## src/rtl/riscv_pkg.sv

```systemverilog
// Shared RV32I datapath constants.
// Adder mode encodings used by ALU, PC logic and seq_chunk_adder.
package riscv_pkg;

  localparam logic [1:0] ADD_MODE = 2'b00;
  localparam logic [1:0] INC_MODE = 2'b01;
  localparam logic [1:0] SUB_MODE = 2'b10;
  localparam logic [1:0] RSV_MODE = 2'b11;

endpackage

```

## src/rtl/seq_chunk_adder_if.sv

```systemverilog
// Request/result handshake bundle for seq_chunk_adder.
// master = requester/consumer side, slave = adder side.
interface seq_chunk_adder_if #(
  parameter int WIDTH = 32
);

  logic             in_valid;
  logic             in_ready;
  logic [1:0]       mode;
  logic [WIDTH-1:0] in1;
  logic [WIDTH-1:0] in2;
  logic             out_valid;
  logic             out_ready;
  logic [WIDTH-1:0] out;
  logic             carry_out;
  logic             overflow;
  logic             err;

  modport master (
    output in_valid, mode, in1, in2, out_ready,
    input  in_ready, out_valid, out,
    input  carry_out, overflow, err
  );

  modport slave (
    input  in_valid, mode, in1, in2, out_ready,
    output in_ready, out_valid, out,
    output carry_out, overflow, err
  );

endinterface

```

## src/rtl/adder_chunk.sv

```systemverilog
// Combinational W-bit full adder slice.
// Reused every RUN cycle by seq_chunk_adder.
module adder_chunk #(
  parameter int W = 8
) (
  input  logic [W-1:0] a,
  input  logic [W-1:0] b,
  input  logic         cin,
  output logic [W-1:0] sum,
  output logic         cout
);

  assign {cout, sum} = {1'b0, a} + {1'b0, b} + {{W{1'b0}}, cin};

endmodule

```

## src/rtl/seq_chunk_adder.sv

```systemverilog
// Multi-cycle ADD/INC/SUB adder, CHUNK bits per cycle.
// Reports carry, signed overflow and reserved-mode error.
module seq_chunk_adder
  import riscv_pkg::*;
#(
  parameter int WIDTH = 32,
  parameter int CHUNK = 8,
  parameter int STEP  = 4
) (
  input  logic clk,
  input  logic rst,
  seq_chunk_adder_if.slave bus
);

  localparam int NUM_CHUNKS = WIDTH / CHUNK;
  localparam int IW = (NUM_CHUNKS > 1) ? $clog2(NUM_CHUNKS) : 1;
  localparam int MSB = WIDTH - 1;

  if ((CHUNK <= 0) || (WIDTH % CHUNK != 0)) begin : g_chk
    $error("seq_chunk_adder: WIDTH must be a multiple of CHUNK");
  end

  typedef enum logic [1:0] {IDLE, RUN, DONE} state_t;

  state_t state_q, state_d;

  logic [WIDTH-1:0] a_q, b_q, res_q, full_res;
  logic [IW-1:0]    idx_q;
  logic             carry_q, err_pend_q;
  logic [WIDTH-1:0] out_q;
  logic             carry_out_q, overflow_q, err_q;
  logic             out_valid_q, in_ready_q;

  logic [CHUNK-1:0] ca, cb, csum;
  logic             ccout;
  logic             last, accept, finish;

  assign ca   = a_q[int'(idx_q)*CHUNK +: CHUNK];
  assign cb   = b_q[int'(idx_q)*CHUNK +: CHUNK];
  assign last = (idx_q == IW'(NUM_CHUNKS - 1));

  adder_chunk #(.W(CHUNK)) u_chunk (
    .a   (ca),
    .b   (cb),
    .cin (carry_q),
    .sum (csum),
    .cout(ccout)
  );

  // Partial result with the current chunk's sum merged in.
  always_comb begin
    full_res = res_q;
    full_res[int'(idx_q)*CHUNK +: CHUNK] = csum;
  end

  // Next state and handshake qualifiers.
  always_comb begin
    state_d = state_q;
    accept  = 1'b0;
    finish  = 1'b0;
    unique case (state_q)
      IDLE: begin
        if (bus.in_valid && in_ready_q) begin
          accept  = 1'b1;
          state_d = RUN;
        end
      end
      RUN: begin
        if (last) begin
          finish  = 1'b1;
          state_d = DONE;
        end
      end
      DONE: begin
        if (bus.out_ready) state_d = IDLE;
      end
      default: state_d = IDLE;
    endcase
  end

  // State register.
  always_ff @(posedge clk) begin
    if (rst) state_q <= IDLE;
    else     state_q <= state_d;
  end

  // Operand latch, chunk iteration and registered outputs.
  always_ff @(posedge clk) begin
    if (rst) begin
      a_q         <= '0;
      b_q         <= '0;
      res_q       <= '0;
      idx_q       <= '0;
      carry_q     <= 1'b0;
      err_pend_q  <= 1'b0;
      out_q       <= '0;
      carry_out_q <= 1'b0;
      overflow_q  <= 1'b0;
      err_q       <= 1'b0;
      out_valid_q <= 1'b0;
      in_ready_q  <= 1'b0;
    end else begin
      in_ready_q <= (state_d == IDLE);
      if (accept) begin
        a_q        <= bus.in1;
        res_q      <= '0;
        idx_q      <= '0;
        err_pend_q <= (bus.mode == RSV_MODE);
        unique case (1'b1)
          (bus.mode == INC_MODE): begin
            b_q     <= WIDTH'(STEP);
            carry_q <= 1'b0;
          end
          (bus.mode == SUB_MODE): begin
            b_q     <= ~bus.in2;
            carry_q <= 1'b1;
          end
          default: begin
            b_q     <= bus.in2;
            carry_q <= 1'b0;
          end
        endcase
      end
      if (state_q == RUN) begin
        res_q   <= full_res;
        carry_q <= ccout;
        if (!last) idx_q <= idx_q + 1'b1;
      end
      if (finish) begin
        out_q       <= full_res;
        carry_out_q <= ccout;
        overflow_q  <= (a_q[MSB] == b_q[MSB]) &&
                       (full_res[MSB] != a_q[MSB]);
        err_q       <= err_pend_q;
        out_valid_q <= 1'b1;
      end else if ((state_q == DONE) && bus.out_ready) begin
        out_valid_q <= 1'b0;
      end
    end
  end

  assign bus.in_ready  = in_ready_q;
  assign bus.out_valid = out_valid_q;
  assign bus.out       = out_q;
  assign bus.carry_out = carry_out_q;
  assign bus.overflow  = overflow_q;
  assign bus.err       = err_q;

endmodule

```

## src/flat_wrapper.sv

```systemverilog
// flat-port wrapper written by rule: the top's interface ports become plain ports
module seq_chunk_adder_flat import riscv_pkg::*;
#(
  parameter int WIDTH = 32,
  parameter int CHUNK = 8,
  parameter int STEP  = 4
)
  (clk, rst, bus_in_valid, bus_mode, bus_in1, bus_in2, bus_out_ready, bus_in_ready, bus_out_valid, bus_out, bus_carry_out, bus_overflow, bus_err);
  seq_chunk_adder_if #(.WIDTH(WIDTH)) bus_i ();
  input  logic clk;
  input  logic rst;
  input wire logic [$bits(bus_i.in_valid)-1:0] bus_in_valid;
  input wire logic [$bits(bus_i.mode)-1:0] bus_mode;
  input wire logic [$bits(bus_i.in1)-1:0] bus_in1;
  input wire logic [$bits(bus_i.in2)-1:0] bus_in2;
  input wire logic [$bits(bus_i.out_ready)-1:0] bus_out_ready;
  output wire logic [$bits(bus_i.in_ready)-1:0] bus_in_ready;
  output wire logic [$bits(bus_i.out_valid)-1:0] bus_out_valid;
  output wire logic [$bits(bus_i.out)-1:0] bus_out;
  output wire logic [$bits(bus_i.carry_out)-1:0] bus_carry_out;
  output wire logic [$bits(bus_i.overflow)-1:0] bus_overflow;
  output wire logic [$bits(bus_i.err)-1:0] bus_err;
  assign bus_i.in_valid = bus_in_valid;
  assign bus_i.mode = bus_mode;
  assign bus_i.in1 = bus_in1;
  assign bus_i.in2 = bus_in2;
  assign bus_i.out_ready = bus_out_ready;
  assign bus_in_ready = bus_i.in_ready;
  assign bus_out_valid = bus_i.out_valid;
  assign bus_out = bus_i.out;
  assign bus_carry_out = bus_i.carry_out;
  assign bus_overflow = bus_i.overflow;
  assign bus_err = bus_i.err;
  seq_chunk_adder #(.WIDTH(WIDTH), .CHUNK(CHUNK), .STEP(STEP)) u_core (.clk(clk), .rst(rst), .bus(bus_i));
endmodule
```

## config.mk

```make
export PLATFORM = sky130hd
export DESIGN_NAME = seq_chunk_adder_flat
export DESIGN_NICKNAME = d
export VERILOG_FILES = /design/src/rtl/riscv_pkg.sv /design/src/rtl/seq_chunk_adder_if.sv /design/src/rtl/adder_chunk.sv /design/src/rtl/seq_chunk_adder.sv /design/src/flat_wrapper.sv
export SDC_FILE = /design/constraint.sdc
export NUM_CORES = 1
export LEC_CHECK = 0
export BUFFER_PORTS_ARGS = -buffer_cell sky130_fd_sc_hd__clkbuf_2
export CAP_MARGIN = 25
export CORE_ASPECT_RATIO = 0.7
export CORE_MARGIN = 1.5
export CORE_UTILIZATION = 50
export DETAILED_ROUTE_END_ITERATION = 10
export PLACE_DENSITY = 0.7
export SLEW_MARGIN = 20
export SYNTH_ARGS = -nofsm -noshare
export SYNTH_HDL_FRONTEND = slang
export SYNTH_SLANG_ARGS = --single-unit
```

## constraint.sdc

```tcl
create_clock -name clk -period 5.3 [get_ports clk]
set_input_delay 0.265 -clock clk [delete_from_list [all_inputs] [get_ports clk]]
set_output_delay 0.265 -clock clk [all_outputs]
set_load 0.005 [all_outputs]
```

## Word level (Yosys, flattened, before mapping)

Index checks and enable logic that the tools add are counted.
W data, S select, Z words.

| word-level totals | value |
|---|---|
| register bits | 139 |
| bits of input ports | 70 |
| logic and storage cells | 57 |

| cells by class | value |
|---|---|
| $add $sub $neg | 4 |
| equality and inequality tests | 8 |
| shift-type cells | 4 |
| muxes and demuxes | 20 |
| bitwise gates (word level) | 1 |
| reduce and logical (&&, ||, !) cells | 7 |

Operators by type and width:

| kind | count |
|---|---|
| $mux W32 | 2 |
| $pmux W32 S2 | 1 |
| $shiftx A32 B6 Y8 | 2 |
| $neg A5 Y33 | 1 |
| $shift A8 B33 Y32 const A | 1 |
| $shiftx A8 B33 Y32 | 1 |
| $bwmux W32 | 1 |
| $not A32 Y32 | 1 |
| $mux W2 | 6 |
| $add A8 B8 Y9 | 1 |
| $add A9 B1 Y9 | 1 |
| $mux W1 | 9 |
| $eq A2 B2 Y1 const B | 4 |
| $pmux W2 S3 | 1 |
| $eq A2 B1 Y1 const B | 2 |
| $logic_not A2 Y1 | 2 |
| $reduce_bool A2 Y1 | 2 |
| $logic_and A1 B1 Y1 | 3 |
| $add A2 B1 Y2 const B | 1 |
| $eq A1 B1 Y1 | 1 |
| $ne A1 B1 Y1 | 1 |

## Depth between registers and ports, before layout

Gate-level depths: netlist of the first run.

| logic depth | value |
|---|---|
| word-level depth | 7 |
| mapped depth | 10 |
| mapped depth without buffers | 8 |

## By module

Synthesis of the first run repeated with hierarchy kept, for this count alone.

| second synthesis, totals | value |
|---|---|
| cells, all modules | 731 |
| area total of the unflattened synthesis | 6598.8 um^2 |

By module, submodules not included:

| module | instances | cells an instance | area each (um^2) | seq. area each (um^2) |
|---|---|---|---|---|
| seq_chunk_adder | 1 | 689 | 6267.3 | 2782.7 |
| adder_chunk | 1 | 42 | 331.6 | 0.0 |

## Least setup slack after synthesis of the first run

OpenSTA, ideal clock, no wires.

| timing path | value |
|---|---|
| kind | register to register |
| start | register u_core.idx_q[0] |
| end | register u_core.out_q[14] (netlist: u_core.bus.out[14]) |
| library setup time | 76 ps |
| data arrival time | 3266 ps |
| required time | 5224 ps |
| path slack | 1958 ps |
| cell stages (with the launch flop) | 10 |
| cells stage by stage | dfxtp_1 buf_2 mux4_2 fa_1 fa_1 a211oi_2 o21ai_1 and2_1 or4_4 o22ai_1 |

| between the ends | value |
|---|---|
| longest elaborated chain between the ends | 5 |
| elaborated cells on any way between the ends | 11 |

Ends and longest elaborated chain:

| what | line | source |
|---|---|---|
| from (decl) | seq_chunk_adder.sv:28 | `logic [IW-1:0] idx_q;` |
| from (signal assigned) | seq_chunk_adder.sv:127 | `if (!last) idx_q <= idx_q + 1'b1;` |
| $shiftx A32 B6 Y8 (on tied branches) | seq_chunk_adder.sv:38, seq_chunk_adder.sv:39 |  |
| $add A8 B8 Y9 | adder_chunk.sv:13 | `assign {cout, sum} = {1'b0, a} + {1'b0, b} + {{W{1'b0}}, cin};` |
| $add A9 B1 Y9 | adder_chunk.sv:13 |  |
| $shiftx A8 B33 Y32 | seq_chunk_adder.sv:53 | `full_res[int'(idx_q)*CHUNK +: CHUNK] = csum;` |
| $bwmux W32 | seq_chunk_adder.sv:53 |  |
| to (signal assigned) | seq_chunk_adder.sv:130 | `out_q <= full_res;` |
| to (decl) | seq_chunk_adder.sv:30 | `logic [WIDTH-1:0] out_q;` |

Several ways; a longest one is shown, not always the timed one.
A chain may end at the register's enable or synchronous reset.

## Final worst setup path of the first run

| timing path | value |
|---|---|
| start | register u_core.idx_q[1] |
| end | register u_core.out_q[14] (netlist: u_core.bus.out[14]) |

The elaborated chain is that of the path after synthesis.

==> run_results.csv, run 1 <==
group,metric,value,unit
cells_and_area,layout-area-overhead-vs-synth,18.08,%
clocking,ctsResizeCount,0,
timing,holdWs,0.06293,ns
route,route.detailed.wl_per_inst,17.13,um
clocking,clk_pin_slew,0.06,ns
clocking,clk_path_buf_depth,2,
power_and_ir_drop,ir_drop,250.6,uV
clocking,insertion_delay,0.42,ns
cells_and_area,drive_above_1_share,0.2167,
cells_and_area,diodes,0,
cells_and_area,final-seq-area,2783,um^2
worst_setup_path,cp_data_required_time,5.62,ns
timing,slew_violations,0,
timing,hold_viol,0,
clocking,cts_setup_buffers,0,
logic_synthesis,ys_top_cells_by_area,"dfxtp_1 (44%), nand2_1 (7.0%), nor2_1 (6.3%), mux4_2 (5.7%), a21oi_1 (4.2%)",
grt,grt_pass1_wl,27.47,mm
cells_and_area,layout_commonest_cell,"dfxtp_1",
route,dr.first_iter.drc_count,448,
clocking,cts_buffers,17,
logic_synthesis,yosysUniqueCellTypes,55,
clocking,cts_sinks,139,
placement,gp_congestion,0.8884,
clocking,cts_tree,"done",
logic_synthesis,synth_ff_type,"dfxtp_1",
clocking,cts-root-buf,"clkbuf_16",
cells_and_area,multiInputGateArea,3261,um^2
worst_setup_path,slowest_stage,"dfxtp_1",
run,drv_cap,0,
status,status,"complete, no violations",
placement,dp_hpwl,11.35,mm
route,first_pass_iters,5,
timing,finClkSkew,0.01009,ns
cells_and_area,n_fill_cell,1065,
route,wirelength,16.93,mm
timing,setup_viol,0,
worst_setup_path,end_kind,"flop",
cells_and_area,finalNetCount,904,
worst_setup_path,path_cells,"mux4_2 -> fa_1 -> fa_1 -> a211oi_2 -> o21ai_1 -> and2_1 -> or4_4 -> o22ai_1",
logic_synthesis,ys_ff_latch,139,
power_and_ir_drop,leakage,2.902,nW
placement,io_buffers,106,
route,antenna_left,0,
clocking,htreeDepth,4,
worst_setup_path,cp.arrival,4.02,ns
clocking,hold_buffers,0,
timing,max_freq,270.2,MHz
logic_synthesis,yosysSeqAreaShare,0.4394,
grt,grt_usage,0.2661,
timing,min_period,3.701,ns
timing,worst_slack,1.599,ns
grt,grt_pass1_vias,5414,
die,die_h,97.16,um
grt,grt_max_degree,113,
die,die-area,13360,um^2
worst_hold_path,hold_class,"in -> reg",
die,start_util,0.5115,
logic_synthesis,synth_top_area_share,0.4394,
timing,final.period_utilization,0.6984,
cells_and_area,final_cell_mix,"dfxtp_1 (139), nand2_1 (118), nor2_1 (106)",
die,fp.dieW,137.5,um
timing,timing.slew.headroom,0.3891,
grt,grt_antenna_before_repair,0,
logic_synthesis,synthArstFlopShare,0,
worst_setup_path,path_delay_family,"adder cells",
logic_synthesis,yosysWarnings,0,
route,vias,5781,
worst_setup_path,path_buf_inv,0,
timing,rsz0062_at_grt,"no",
worst_setup_path,crit_top_cell,"fa_1",
die,row_count,34,
route,vias_per_cell,5.851,
route,drc,0,
power_and_ir_drop,p_per_area,332.5,nW/um^2
worst_setup_path,max_stage_delay,0.92,ns
worst_setup_path,critical_path_class,"reg -> reg",
cells_and_area,fin_util,0.6040,
logic_synthesis,synth_top_cell_by_area,"dfxtp_1",
placement,place_ws,1.654,ns
logic_synthesis,netlist_instances,740,
logic_synthesis,avgSynthCellArea,8.557,um^2
die,io-pin-count,107,
worst_setup_path,crit_fanout,21,
timing,tns,0,ns
timing,worst_pin_slew,0.9151,ns
logic_synthesis,synth_edf_count,0,
logic_synthesis,synth.net_count,828,
worst_setup_path,crit_path_start_kind,"flop",
die,core,12380,um^2
power_and_ir_drop,fin_total_pwr,2.486,mW
logic_synthesis,syn_area,6332,um^2
grt,overflow,0,
[sequential cells by signal, indices dropped and copies added (netlist names)]
signal and cells:
u_core.idx_q 2, u_core.bus.out 32, u_core.bus.in_ready 1, u_core.b_q 32
u_core.bus.overflow 1, u_core.err_pend_q 1, u_core.bus.err 1, u_core.carry_q 1
u_core.a_q 32, u_core.bus.out_valid 1, u_core.res_q 32, u_core.bus.carry_out 1
u_core.state_q 2
[path summary, 6_finish.rpt]
check,from,endpoint,slack [ns],cells after the start
setup / recovery,u_core.idx_q[1],u_core.bus.out[14],1.60,8
hold / removal,bus_in1[21],u_core.a_q[21],0.06,3
setup reg to reg,u_core.idx_q[1],u_core.bus.out[14],1.60,8
hold reg to reg,u_core.bus.err,u_core.bus.err,0.46,2
[cell usage after synthesis (6+ instances only)]
master	number
mux4_2	16
ha_1	16
buf_1	6
buf_2	13
inv_1	16
clkbuf_1	40
a32oi_1	7
nand2_1	118
nor2_1	107
a211oi_1	22
dfxtp_1	139
o21ai_0	32
nor3_1	18
o211ai_1	31
nand3_1	7
a21oi_1	53
a221oi_1	11
a31oi_1	12
a22oi_1	14
[layout make-up]
cell class,count,share of cell area
clock buffers,20,0.06108
clock inverters,9,0.01004
inverters,18,0.009036
repair buffers,116,0.08450
multi-input cells,524,0.4361
flip-flops and latches,139,0.3722
well taps,162,0.02711
[report_power, final]
group	switching (mW)	internal [mW]	leakage, nW
logic	0.184	0.110	1.51
clock network	0.426	0.655	0.263
registers	0.0274	1.08	1.13
[metal layers]
layer / part of all wire / track usage
met5: 0 / 0
met4: 0.0094 / 0.06154
met3: 0.081 / 0.07251
met2: 0.43 / 0.3781
met1: 0.48 / 0.3991
[stage by stage]
step | area [um^2] | instances
2_1_floorplan | 6332 | 740
3_3_place_gp | 6904 | 957
3_5_place_dp | 6904 | 957
4_1_cts | 7436 | 986
5_1_grt | 7477 | 988
6_report | 7477 | 988
[cell families (layout without fill, tap and decap cells)]
group | count (synthesis) | after routing | synth area share
compound gates | 218 | 218 | 0.2335
buf+inv | 77 | 163 | 0.04821
simple gates | 269 | 269 | 0.1786
xor+xnor | 3 | 3 | 0.005336
mux | 16 | 16 | 0.05691
flops | 139 | 139 | 0.4394
fa+ha+maj | 18 | 18 | 0.03794
[worst reg2reg max path: stages (launching register included)]
cell	delay [ns]
dfxtp_1	0.92
mux4_2	0.43
fa_1	0.48
fa_1	0.46
a211oi_2	0.34
o21ai_1	0.13
and2_1	0.18
or4_4	0.44
o22ai_1	0.22
Note: power is estimated with default switching activity, not from simulation.
==> run 2, diff against run 1 <==
==> constraint.sdc (replaced) <==
create_clock -name clk -period 3.6 [get_ports clk]
set_input_delay 0.18 -clock clk [delete_from_list [all_inputs] [get_ports clk]]
set_output_delay 0.18 -clock clk [all_outputs]
set_load 0.005 [all_outputs]
==> run_results.csv, run 2 (same netlist as run 1, synthesis figures left out) <==
group,metric,value,unit
timing,finClkSkew,0.02946,ns
cells_and_area,finalNetCount,932,
timing,tns,0,ns
worst_setup_path,path_buf_inv,0,
worst_setup_path,crit_fanout,4,
clocking,insertion_delay,0.43,ns
grt,grt_max_degree,92,
placement,place_ws,0.3757,ns
power_and_ir_drop,clockPowerShare,0.457,
run,drv_cap,0,
worst_setup_path,reg2reg_slack,0.27,ns
clocking,cts_sinks,139,
die,die_h,97.16,um
route,wirelength,17.41,mm
worst_setup_path,path_delay_family,"adder cells",
timing,slew_violations,0,
route,drc,0,
power_and_ir_drop,leakage,3.039,nW
timing,min_period,3.334,ns
worst_hold_path,hold_start,"bus_in1[0]",
worst_setup_path,cp.arrival,3.65,ns
clocking,cts_tree,"done",
timing,max_freq,299.9,MHz
die,io-pin-count,107,
route,antenna_left,0,
route,vias_per_cell,5.869,
power_and_ir_drop,switchingPower,1.028,mW
timing,worst_slack,0.2657,ns
worst_setup_path,slowest_stage,"mux4_2",
clocking,cts_buffers,17,
cells_and_area,diodes,0,
timing,timing.slew.headroom,0.3772,
placement,dp_hpwl,11.84,mm
clocking,cts-root-buf,"clkbuf_16",
die,fp.dieW,137.5,um
timing,holdWs,0.002529,ns
die,core,12380,um^2
cells_and_area,final-seq-area,2783,um^2
grt,grt_usage,0.2725,
timing,setup_viol,0,
grt,grt_antenna_before_repair,0,
placement,post-place-cells,963,
clocking,clk_path_buf_depth,2,
worst_setup_path,path_cells,"mux4_2 -> fa_1 -> fa_1 -> a211oi_2 -> o21ai_1 -> and2_1 -> or4_4 -> o22ai_1",
die,start_util,0.5115,
route,vias,5981,
power_and_ir_drop,ir_drop,383.8,uV
worst_hold_path,hold_class,"in -> reg",
power_and_ir_drop,power.share.sequential,0.422,
timing,rsz0062_at_grt,"no",
power_and_ir_drop,sw_frac_of_total,0.2669,
worst_setup_path,cp_data_required_time,3.92,ns
worst_setup_path,crit_top_cell,"fa_1",
timing,worst_pin_slew,0.9342,ns
power_and_ir_drop,p_per_area,494.4,nW/um^2
clocking,ctsResizeCount,0,
worst_setup_path,max_stage_delay,0.54,ns
cells_and_area,layout-area-overhead-vs-synth,23.00,%
placement,io_buffers,106,
die,die-area,13360,um^2
clocking,clk_pin_slew,0.06,ns
worst_setup_path,crit_path_start_kind,"flop",
cells_and_area,final_cell_mix,"dfxtp_1 (139), nand2_1 (118), nor2_1 (106)",
cells_and_area,layout_commonest_cell,"dfxtp_1",
cells_and_area,fin_cells,1019,
die,row_count,34,
route,dr.first_iter.drc_count,625,
worst_setup_path,critical_path_class,"reg -> reg",
worst_setup_path,crit_start,"u_core.idx_q[0]",
route,first_pass_iters,6,
grt,grt_pass1_vias,5607,
status,status,"complete, no violations",
power_and_ir_drop,comb_power_share,0.120,
clocking,htreeDepth,4,
grt,overflow,0,
timing,final.period_utilization,0.9262,
worst_setup_path,r2r-start,"u_core.idx_q[0]",
cells_and_area,drive_above_1_share,0.2170,
cells_and_area,multiInputGateArea,3258,um^2
worst_setup_path,end_kind,"flop",
grt,grt_pass1_wl,28.33,mm
timing,hold_viol,0,
cells_and_area,n_fill_cell,1056,
placement,gp_congestion,0.9395,
route,route.detailed.wl_per_inst,17.08,um
power_and_ir_drop,internal-power,2.823,mW
==> run 2: cell types whose count changed in the layout (fill, tap and decap cells not counted), sizes merged <==
cell,change
buf,+4
bufinv,+1
clkbuf,-2
clkinv,-3
clkinvlp,+1
dlygate4sd3,+24
inv,+6
==> run 2: path summary, 6_finish.rpt <==
kind | endpoint | cells after the start
max | u_core.bus.out[14] | 8
min | u_core.a_q[0] | 3
max reg2reg | u_core.bus.out[14] | 8
min reg2reg | u_core.a_q[3] | 2
==> run 2: timing repair <==
action,in CTS,in global routing
setup endpoints to repair,0,0
hold endpoints to repair,24,0
buffers inserted,0,0
hold buffers,24,0
==> run 2: final cells by class <==
class | instances | area share
repair buffers | 144 | 0.1128
clock buffers | 18 | 0.05639
flip-flops and latches | 139 | 0.3573
multi-input cells | 524 | 0.4183
inverters | 18 | 0.008675
clock inverters | 14 | 0.02056
well taps | 162 | 0.02602
==> run 2: per-stage QoR <==
stage	util	area, um^2	power [mW]
2_1_floorplan	-	6332	1.943
3_3_place_gp	0.5611	6947	2.073
3_5_place_dp	0.5611	6947	2.087
4_1_cts	0.6290	7786	3.862
5_1_grt	0.6292	7789	4.000
6_report	0.6292	7789	3.851
==> run 2: worst reg2reg max path, stage by stage, from the launching register on <==
cell	delay, ns
dfxtp_1	0.42
mux4_2	0.54
fa_1	0.48
fa_1	0.48
a211oi_2	0.33
o21ai_1	0.15
and2_1	0.18
or4_4	0.44
o22ai_1	0.21
==> run 2: per-layer routing <==
layer | vias up | wire length [um] | track usage
li1 | 2860 | - | -
met1 | 2864 | 7975 | 0.3805
met2 | 239 | 7717 | 0.4135
met3 | 18 | 1545 | 0.07877
met4 | 0 | 167 | 0.06964
met5 | - | 0 | 0
==> run 2: power groups by stage <==
stage | registers [mW] | logic (mW) | clock network [mW]
floorplan | 1.64 | 0.298 | 0
global placement | 1.66 | 0.418 | 0
detailed placement | 1.66 | 0.429 | 0
CTS | 1.62 | 0.455 | 1.78
global route | 1.63 | 0.509 | 1.86
finish | 1.63 | 0.464 | 1.76
==> run 3, diff against run 2 <==
--- a/config.mk
+++ b/config.mk
@@ -11,8 +11,10 @@
 export CORE_MARGIN = 1.5
 export CORE_UTILIZATION = 50
 export DETAILED_ROUTE_END_ITERATION = 10
+export HOLD_SLACK_MARGIN = 0.12
 export PLACE_DENSITY = 0.7
 export SLEW_MARGIN = 20
 export SYNTH_ARGS = -nofsm -noshare
 export SYNTH_HDL_FRONTEND = slang
+export SYNTH_HIERARCHICAL = 1
 export SYNTH_SLANG_ARGS = --single-unit
==> run_results.csv, run 3 <==
group,metric,value,unit
placement,dp_hpwl,12.20,mm
clocking,clk_pin_slew,0.06,ns
die,fp.dieW,140.3,um
logic_synthesis,ys_top_cells_by_area,"dfxtp_1 (42%), mux4_2 (5.5%), a311oi_1 (5.4%), mux2i_1 (5.3%), nand2_1 (4.9%)",
route,drt-met1-wl,8.447,mm
power_and_ir_drop,switchingPower,1.021,mW
timing,holdWs,0.1278,ns
cells_and_area,finalNetCount,936,
timing,finClkSkew,0.01037,ns
status,status,"complete, no violations",
worst_setup_path,path_cells,"mux4_2 -> fa_1 -> fa_1 -> a21oi_1 -> o21bai_1 -> xor2_1 -> nand3_1 -> a311oi_1",
cells_and_area,multiInputGateArea,3443,um^2
worst_setup_path,r2r_cells,8,
grt,overflow,0,
die,die-area,13910,um^2
route,vias_per_cell,5.830,
worst_setup_path,crit_path_start_kind,"flop",
cells_and_area,final-seq-area,2783,um^2
clocking,ctsResizeCount,0,
logic_synthesis,yosysUniqueCellTypes,45,
logic_synthesis,yosysWarnings,6,
worst_setup_path,crit_fanout,5,
timing,hold_viol,0,
timing,final.period_utilization,0.9210,
cells_and_area,n_fill_cell,996,
route,antenna_left,0,
worst_setup_path,reg2reg_slack,0.28,ns
logic_synthesis,synth_ff_type,"dfxtp_1",
worst_setup_path,slowest_stage,"mux4_2",
logic_synthesis,yosys-top-cells-count,"dfxtp_1 (139), nand2_1 (87), nor2_1 (71)",
cells_and_area,fin_util,0.6479,
power_and_ir_drop,p_per_area,466.7,nW/um^2
route,first_pass_iters,5,
cells_and_area,layout_commonest_cell,"dfxtp_1",
timing,worst_pin_slew,0.8449,ns
cells_and_area,layout-area-overhead-vs-synth,24.04,%
die,core,12630,um^2
power_and_ir_drop,clockPowerShare,0.439,
power_and_ir_drop,sw_frac_of_total,0.2673,
logic_synthesis,synthArstFlopShare,0,
cells_and_area,final_cell_mix,"dfxtp_1 (139), clkbuf_2 (105), nand2_1 (87)",
timing,max_freq,301.6,MHz
worst_setup_path,cp.arrival,3.63,ns
placement,io_buffers,106,
clocking,cts_tree,"done",
route,wl_met3,1.358,mm
timing,setup_viol,0,
die,die_h,99.12,um
clocking,htreeDepth,4,
power_and_ir_drop,leakage,3.029,nW
worst_setup_path,end_kind,"flop",
worst_setup_path,critical_path_class,"reg -> reg",
worst_setup_path,crit_path_end,"u_core/res_q[4]",
worst_setup_path,path_buf_inv,0,
timing,slew_violations,0,
die,io-pin-count,107,
power_and_ir_drop,comb_power_share,0.132,
timing,timing.slew.headroom,0.4367,
logic_synthesis,synth_top_area_share,0.4217,
cells_and_area,fin_cells,1023,
clocking,clk_path_buf_depth,2,
cells_and_area,diodes,0,
clocking,cts_setup_buffers,0,
worst_hold_path,hold_class,"in -> reg",
worst_hold_path,hold_start,"bus_in2[5]",
grt,grt_max_degree,84,
placement,gp_congestion,0.8483,
logic_synthesis,synth_edf_count,0,
logic_synthesis,synth_most_common_cell,"dfxtp_1",
worst_setup_path,path_depth,8,
run,drv_cap,0,
timing,min_period,3.316,ns
route,vias,5964,
route,dr.first_iter.drc_count,547,
logic_synthesis,netlist_instances,731,
power_and_ir_drop,ir_drop,324.4,uV
die,start_util,0.5223,
power_and_ir_drop,fin_total_pwr,3.820,mW
route,dr_wl_met2,7.819,mm
clocking,cts_sinks,139,
worst_setup_path,path_delay_family,"adder cells",
clocking,cts_buffers,17,
logic_synthesis,yosysSeqAreaShare,0.4217,
grt,grt_usage,0.2648,
route,route.detailed.wl_per_inst,17.55,um
grt,grt_pass1_wl,28.90,mm
power_and_ir_drop,power.share.sequential,0.429,
logic_synthesis,synth.net_count,819,
worst_setup_path,max_stage_delay,0.55,ns
logic_synthesis,ys_ff_latch,139,
route,drc,0,
die,row_count,34,
logic_synthesis,avgSynthCellArea,9.027,um^2
power_and_ir_drop,internal-power,2.799,mW
worst_setup_path,r2r-start,"u_core/idx_q[0]",
logic_synthesis,syn_area,6599,um^2
route,wirelength,17.95,mm
clocking,cts-root-buf,"clkbuf_16",
grt,grt_pass1_vias,5693,
worst_setup_path,crit_top_cell,"fa_1",
timing,tns,0,ns
worst_setup_path,cp_data_required_time,3.92,ns
worst_setup_path,crit_start,"u_core/idx_q[0]",
worst_setup_path,reg2reg_to,"u_core/res_q[4]",
clocking,insertion_delay,0.42,ns
timing,rsz0062_at_grt,"no",
logic_synthesis,synth_top_cell_by_area,"dfxtp_1",
route,top_layer,"met4",
grt,grt_antenna_before_repair,0,
placement,post-place-cells,948,
clocking,hold_buffers,43,
cells_and_area,drive_above_1_share,0.2067,
## run 3: tightest hold or removal path: cells and delay by family
family,cells,cell delay (ns)
AO/OA/AOI/OAI,1,0.08
buffers and inverters,1,0.09
multiplexers,1,0.14
## run 3: cell type report
| class | instances | area share |
|---|---|---|
| multi-input combinational | 498 | 0.4207 |
| sequential | 139 | 0.3400 |
| timing repair buffer | 162 | 0.1312 |
| clock buffer | 19 | 0.05533 |
| tap | 162 | 0.02476 |
| clock inverter | 13 | 0.01437 |
| inverter | 30 | 0.01376 |
## run 3: power by group through the flow
| stage | logic [mW] | clock network (mW) | registers [mW] |
|---|---|---|---|
| final | 0.505 | 1.68 | 1.64 |
| after CTS | 0.496 | 1.70 | 1.64 |
| after global routing | 0.550 | 1.76 | 1.64 |
| after detailed placement | 0.458 | 0 | 1.67 |
| after floorplan | 0.320 | 0 | 1.65 |
| after global placement | 0.440 | 0 | 1.67 |
## run 3: metal layers
metal / vias to the layer above / GRT usage
li1: 2865 / -
met1: 2846 / 0.3705
met3: 34 / 0.06163
met2: 219 / 0.4063
met5: - / 0
met4: 0 / 0.08826
## run 3: kinds of logic after synthesis
group	after synthesis	synth area share
AO/OA/AOI/OAI	172	0.1854
XOR/XNOR	4	0.005310
adder cells (fa/ha/maj)	18	0.03640
buffers and inverters	94	0.05916
flip-flops	139	0.4217
multiplexers	51	0.1077
AND/OR/NAND/NOR	253	0.1843
## run 3: worst min-delay path by stage
stage / to / slack (ns) / cells past startpoint
detailed placement: u_core/a_q[20] / 0.41 / 3
global route: u_core/b_q[7] / 0.13 / 3
floorplan: u_core/a_q[0] / 0.32 / 2
CTS: u_core/b_q[10] / 0.12 / 3
finish: u_core/b_q[5] / 0.13 / 3
global placement: u_core/a_q[26] / 0.41 / 3
## run 3: metrics by stage
stage	setup slack, ns	cell area, um^2
finish	0.2845	8185
global route	0.01930	8185
CTS	0.3201	8180
detailed placement	0.3482	7179
global placement	0.4530	7179
floorplan	0.4468	6599
